**src/rtl/ace_snoop_responder.sv**
```systemverilog
// ace_snoop_responder: matches ACE snoops against programmable rules and answers with a
// per-rule CRRESP after a per-rule delay, optionally followed by a planted cache line on CD.
module ace_snoop_responder #(
  parameter int ADDR_W = 44,
  parameter int DATA_W = 128,
  parameter int LINE_B = 64,
  parameter int NRULES = 4,
  parameter int DLY_W  = 8,
  parameter int CNT_W  = 16
) (
  input  logic                     ace_aclk,
  input  logic                     ace_aresetn,
  input  logic                     acvalid,
  output logic                     acready,
  input  logic [ADDR_W-1:0]        acaddr,
  input  logic [3:0]               acsnoop,
  output logic                     crvalid,
  input  logic                     crready,
  output logic [4:0]               crresp,
  output logic                     cdvalid,
  input  logic                     cdready,
  output logic [DATA_W-1:0]        cddata,
  output logic                     cdlast,
  input  logic                     cfg_en,
  input  logic [NRULES-1:0]        cfg_rule_en,
  input  logic [NRULES-1:0]        cfg_addrflt,
  input  logic [NRULES-1:0]        cfg_acflt,
  input  logic [NRULES*ADDR_W-1:0] cfg_base,
  input  logic [NRULES*ADDR_W-1:0] cfg_size,
  input  logic [NRULES*4-1:0]      cfg_acsnoop,
  input  logic [NRULES*5-1:0]      cfg_crresp,
  input  logic [NRULES*DLY_W-1:0]  cfg_delay,
  input  logic [LINE_B*8-1:0]      cfg_line,
  input  logic                     cnt_clr,
  output logic [NRULES*CNT_W-1:0]  match_cnt,
  output logic                     busy,
  output logic [3:0]               last_hit
);
  localparam int BEATS = LINE_B * 8 / DATA_W;
  localparam int BW = BEATS > 1 ? $clog2(BEATS) : 1;
  localparam logic [BW-1:0] LAST_BEAT = BW'(BEATS - 1);

  typedef enum logic [2:0] {IDLE, LOOKUP, DELAY, RESP, DATA} state_t;
  state_t state, state_nx;

  logic [ADDR_W-1:0]   addr_q;
  logic [3:0]          snoop_q;
  logic                en_q;
  logic [4:0]          resp_q;
  logic [DLY_W-1:0]    dly_q;
  logic                data_q;
  logic [BW-1:0]       beat_q;
  logic [LINE_B*8-1:0] line_q;
  logic [CNT_W-1:0]    cnt [NRULES];
  logic [NRULES-1:0]   rule_hit, win;
  logic                any_hit;
  logic [2:0]          sel_idx;
  logic [4:0]          sel_resp;
  logic [DLY_W-1:0]    sel_dly;
  logic                ac_hs, cr_hs, cd_hs;

  // Window end is formed one bit wider so base+size never wraps.
  for (genvar r = 0; r < NRULES; r++) begin : g_rule
    logic [ADDR_W:0] lo, hi, a;
    assign lo = {1'b0, cfg_base[r*ADDR_W +: ADDR_W]};
    assign hi = lo + {1'b0, cfg_size[r*ADDR_W +: ADDR_W]};
    assign a  = {1'b0, addr_q};
    assign rule_hit[r] = en_q && cfg_rule_en[r]
                         && (!cfg_addrflt[r] || (a >= lo && a < hi))
                         && (!cfg_acflt[r] || snoop_q == cfg_acsnoop[r*4 +: 4]);
    assign match_cnt[r*CNT_W +: CNT_W] = cnt[r];
  end

  // Descending scan so the lowest-index hit is the one left standing.
  always_comb begin
    any_hit = |rule_hit;
    sel_idx = '0;
    sel_resp = '0;
    sel_dly = '0;
    win = '0;
    for (int i = NRULES - 1; i >= 0; i--)
      if (rule_hit[i]) begin
        sel_idx = 3'(i);
        sel_resp = cfg_crresp[i*5 +: 5];
        sel_dly = cfg_delay[i*DLY_W +: DLY_W];
        win = '0;
        win[i] = 1'b1;
      end
  end

  assign ac_hs = state == IDLE && acvalid;
  assign cr_hs = state == RESP && crready;
  assign cd_hs = state == DATA && cdready;

  always_ff @(posedge ace_aclk or negedge ace_aresetn)
    if (!ace_aresetn) state <= IDLE;
    else state <= state_nx;

  always_comb begin
    state_nx = state;
    case (state)
      IDLE:    state_nx = ac_hs ? LOOKUP : IDLE;
      LOOKUP:  state_nx = sel_dly != '0 ? DELAY : RESP;
      DELAY:   state_nx = dly_q == DLY_W'(1) ? RESP : DELAY;
      RESP:    state_nx = cr_hs ? (data_q ? DATA : IDLE) : RESP;
      DATA:    state_nx = cd_hs && beat_q == LAST_BEAT ? IDLE : DATA;
      default: state_nx = IDLE;
    endcase
  end

  always_comb begin
    acready = state == IDLE;
    busy = state != IDLE;
    crvalid = state == RESP;
    crresp = crvalid ? resp_q : '0;
    cdvalid = state == DATA;
    cddata = cdvalid ? line_q[beat_q*DATA_W +: DATA_W] : '0;
    cdlast = cdvalid && beat_q == LAST_BEAT;
  end

  always_ff @(posedge ace_aclk or negedge ace_aresetn)
    if (!ace_aresetn) begin
      addr_q <= '0;
      snoop_q <= '0;
      en_q <= 1'b0;
      resp_q <= '0;
      dly_q <= '0;
      data_q <= 1'b0;
      beat_q <= '0;
      line_q <= '0;
      last_hit <= '0;
    end else begin
      if (ac_hs) begin
        addr_q <= acaddr;
        snoop_q <= acsnoop;
        en_q <= cfg_en;
      end
      if (state == LOOKUP) begin
        resp_q <= sel_resp;
        dly_q <= sel_dly;
        data_q <= any_hit && sel_resp[0];
        last_hit <= {any_hit, sel_idx};
      end
      if (state == DELAY) dly_q <= dly_q - DLY_W'(1);
      if (cr_hs) begin
        line_q <= cfg_line;
        beat_q <= '0;
      end
      if (cd_hs) beat_q <= beat_q + BW'(1);
    end

  always_ff @(posedge ace_aclk or negedge ace_aresetn)
    if (!ace_aresetn) begin
      for (int i = 0; i < NRULES; i++) cnt[i] <= '0;
    end else begin
      for (int i = 0; i < NRULES; i++)
        if (cnt_clr) cnt[i] <= '0;
        else if (state == LOOKUP && win[i] && cnt[i] != '1) cnt[i] <= cnt[i] + CNT_W'(1);
    end
endmodule

```
**config.mk**
```make
export PLATFORM = sky130hd
export DESIGN_NAME = ace_snoop_responder
export DESIGN_NICKNAME = d
export VERILOG_FILES = /design/src/rtl/ace_snoop_responder.sv
export SDC_FILE = /design/constraint.sdc
export NUM_CORES = 2
export LEC_CHECK = 0
export ABC_AREA = 0
export CAP_MARGIN = 0
export CORE_AREA = 2 2 475 477
export CTS_CLUSTER_DIAMETER = 30
export DETAILED_ROUTE_END_ITERATION = 10
export DIE_AREA = 0 0 477 479
export SETUP_SLACK_MARGIN = 0.15
export SLEW_MARGIN = 20
export SYNTH_ARGS = -nofsm -noshare
export SYNTH_HDL_FRONTEND = slang
export SYNTH_SLANG_ARGS = --single-unit
```
**constraint.sdc**
```tcl
create_clock -name ace_aclk -period 6.2 [get_ports ace_aclk]
set_clock_uncertainty 0.05 [all_clocks]
set_input_delay 1.86 -clock ace_aclk [delete_from_list [all_inputs] [get_ports ace_aclk]]
set_output_delay 1.86 -clock ace_aclk [all_outputs]
set_load 0.02 [all_outputs]
```
==> summary.md <==
| Metric | Value |
|---|---|
| Status | complete, but fails checks |
| Failing checks | setup timing |
| Fin Setup TNS | -48.17 ns |
| Overall die area | between 0.2 and 0.25 sq mm |
| Post-route insts no fill | 10510 |
| Number of max-slew violations in the final report | 0 |
| Max_cap viols | 0 |
| Largest net degree at the start of global routing | 148 |
| Fin crit share | 113.3% |
| Setup violations, final | between 80 and 90 |
| Overall Global Routing Usage | between 20 and 25% |
| Kind of critical path | primary input to register |
| Max FO, Critical Path | 5 |
| Minimum clock period after layout | ~7.0 ns |
| Syn Nets | 6883 |
| Synthesis Warnings | 0 |
| Hold Fails Final Rpt | 0 |
| Seq/Total Area, Yosys | 34.97% |
| FF-to-FF path depth | 19 |
| RePlAce Congestion | 0.9733 |
| Seq pwr share | 25.0% |
| Clock share of power | 57.8% |
| Total gr overflow | 0 |
| Relative slew slack | 20.80% |
| CP max stage delay | 0.40 ns |
| Setup WS post-layout | -0.8271 ns |
| Post-synth EDFFs | 0 |
| Worst-skew pair later-pin latency | 0.81 ns |
| Clock Sinks | 647 |
| Area delta synth->final | 65.14% |
| Remaining DRCs | 0 |
| Tightest Hold Check Type | register to register |
| Initial DRC Count | roughly 3200 |
| Reg-to-Reg Start | addr_q[16] |
| Cell taking the most area after synthesis | dfrtp_1 |
| Core box area | 0.2236 sq mm |
| Most instantiated cells after synthesis | nand2_1, dfrtp_1, ha_1 |
| Tightest Pin Transition | 1.183 ns |
| Avg Synthesized Cell Area | 8.655 sq um |
| FMAX | 142.3 MHz |
| CTS tree | done |
| Sw Pwr | 4372 uW |
| Top post-synthesis cells by area | dfrtp_1, ha_1, nand2_1 |
| Vias in the first global route | 51010 |
| Num CTS Buffers | 175 |
| Initial DRT Pass Iterations | 5 |
| PD cells | 222.1 mW/mm^2 |
| WP data required | 6.77 ns |
| Sw Share | about a quarter |
| Via count | 48800 |
| R2R Setup Slk | roughly 1.4 ns |
| Min-Delay Endpoint | line_q[373] |
| Synth top area share | about a third |
| Layout cell share with drive strength beyond 1 | 21.71% |
| Worst EP arrival | approximately 7.6 ns |
| DR vias/cell | 4.644 |
| Die Y | ~480 um |
| Static Leak | 0.03797 uW |
| First-pass GRT wire length | ~350000 um |
| Comb power frac | around 17% |
| Worst VDD drop | 0.0003551 V |
| Reg2reg end | match_cnt[41] |
| Post-Place Cells | 10040 |
| # hold bufs at CTS | 0 |
| Final-layout fill cell count | between 20000 and 25000 |
| Post-DP HPWL | 195200 um |
| Worst hold path cell count | 2 |
| FFs w/ async S/R, synth | 100.0% |
| Int Power | 12610 uW |
| Hold WS | 0.4158 ns |
| Crit path max-delay family | compound AO/OA/AOI/OAI gates |
| Crit path buf inv count | 6 |
| RSZ-0062 raised after global routing | true |
| Ys flop type | dfrtp_1 |
| Critical path startpoint category | primary input |
| Yosys cell types | 93 |
| Avg WL per Cell | roughly 23 um |
| Clock root buffer | clkbuf_16 |
| CP endpoint kind | register |
| Clock-pin slew on the worst setup and hold paths | roughly 0.05 ns |
| DRT antenna net count | 0 |
| Clock buffer depth | 3 |
| Hold_sp | line_q[373] |
| Slowest CP cell | or3_4 |
| Nets | 8843 |
| Initial antenna violation count | 102 |
| Post-Synthesis Cells | 5349 |
| Routed WL | roughly 240000 um |
| H-tree depth | 4 |
| Mapped cell area | 0.04630 sq mm |
| Total Power | about 17000 uW |
| Die width | 477 um |
| Ports | 1205 |
| Cell row count | 174 |
| Number of synthesized register bits | 647 |
| Critical path origin | cfg_size[44] |
| Port bufs | 1203 |
| Top-count cell post-synth | nand2_1 |
| Starting Density | 20.71% |
==> cell families after synthesis <==
group | share of synthesized area (%)
other | 0.008100
AOI/OAI and AO/OA | 12.16
buffers and inverters | 3.781
xor gates and xnor gates | 4.181
adders and majority gates | 14.52
muxes | 7.480
DFF | 34.97
and+or+nand+nor | 22.90
==> power groups by stage <==
| stage | logic (uW) | registers, uW | clock network, uW |
|---|---|---|---|
| 6_report | 2920 | 4240 | 9820 |
| 4_1_cts | 2870 | 4240 | 9960 |
| 5_1_grt | 3160 | 4230 | 10200 |
| 2_1_floorplan | 1060 | 4300 | 0 |
| 3_3_place_gp | 2680 | 4300 | 0 |
| 3_5_place_dp | 2710 | 4300 | 0 |
==> tightest hold or removal path: cells and delay by family, from the launching register on <==
kind | cells | cell delay (ns)
flip-flops | 1 | 0.33
AND/OR/NAND/NOR | 2 | 0.10
==> state kept, by name, indices dropped and copies added (netlist names) <==
name / cells
en_q: 1
last_hit: 3
line_q: 512
beat_q: 2
data_q: 1
match_cnt: 64
state: 3
snoop_q: 4
addr_q: 44
resp_q: 5
dly_q: 8
==> area by class of cell <==
cell class,instances,area [sq um],area share [%]
Timing Repair Buffer,2006,18460,24.15
Sequential cell,647,16200,21.19
Tap cell,2992,3744,4.896
Multi-Input combinational cell,4242,30510,39.90
Inverter,237,889.6,1.164
Clock buffer,234,4931,6.449
Antenna cell,64,160.2,0.2095
Clock inverter,87,1562,2.042
==> what timing repair did <==
item	4_1_cts	5_1_grt
resized for setup	463	101
pin swaps	210	52
endpoints found under the hold margin	0	0
setup endpoints to repair	82	82
gates cloned	2	1
buffers inserted	64	16
==> worst max-delay path by stage <==
stage / cells after the start / to / slack, ns
after floorplan: 29 / match_cnt[57] / -0.92
final: 31 / state[0] / -0.83
after detailed placement: 31 / match_cnt[27] / -2.56
after CTS: 32 / state[0] / -0.81
after global routing: 32 / state[0] / -1.10
after global placement: 31 / match_cnt[37] / -2.59
==> metal layers <==
layer	share of wire, %	GRT usage (%)
met1	37	22.71
met2	48	34.83
met3	7.8	5.644
met4	7.1	13.09
met5	0.12	0
==> cells in the final DEF, fill, tap and decap left out, types with 54 or more instances in the layout <==
master	instances
dfrtp_1	644
xnor2_1	89
and3_1	160
clkdlybuf4s50_1	1096
o21ai_0	101
inv_1	234
nand2b_1	54
xor2_1	127
a21oi_1	227
nand2_1	1676
buf_4	735
dlygate4sd2_1	73
nand4_1	87
nand3_1	66
nor2_1	163
clkbuf_16	175
diode_2	64
a21o_1	168
ha_1	483
mux4_2	128
==> through the flow <==
stage / setup WS [ns] / cell area, sq um / utilization, %
2_1_floorplan: -0.9239 / 46600 / -
3_3_place_gp: -2.589 / 67310 / 30.11
3_5_place_dp: -2.558 / 67310 / 30.11
4_1_cts: -0.8074 / 75790 / 33.90
5_1_grt: -1.103 / 76420 / 34.18
6_report: -0.8271 / 76460 / 34.20
Note: power is estimated with default switching activity, not from simulation.
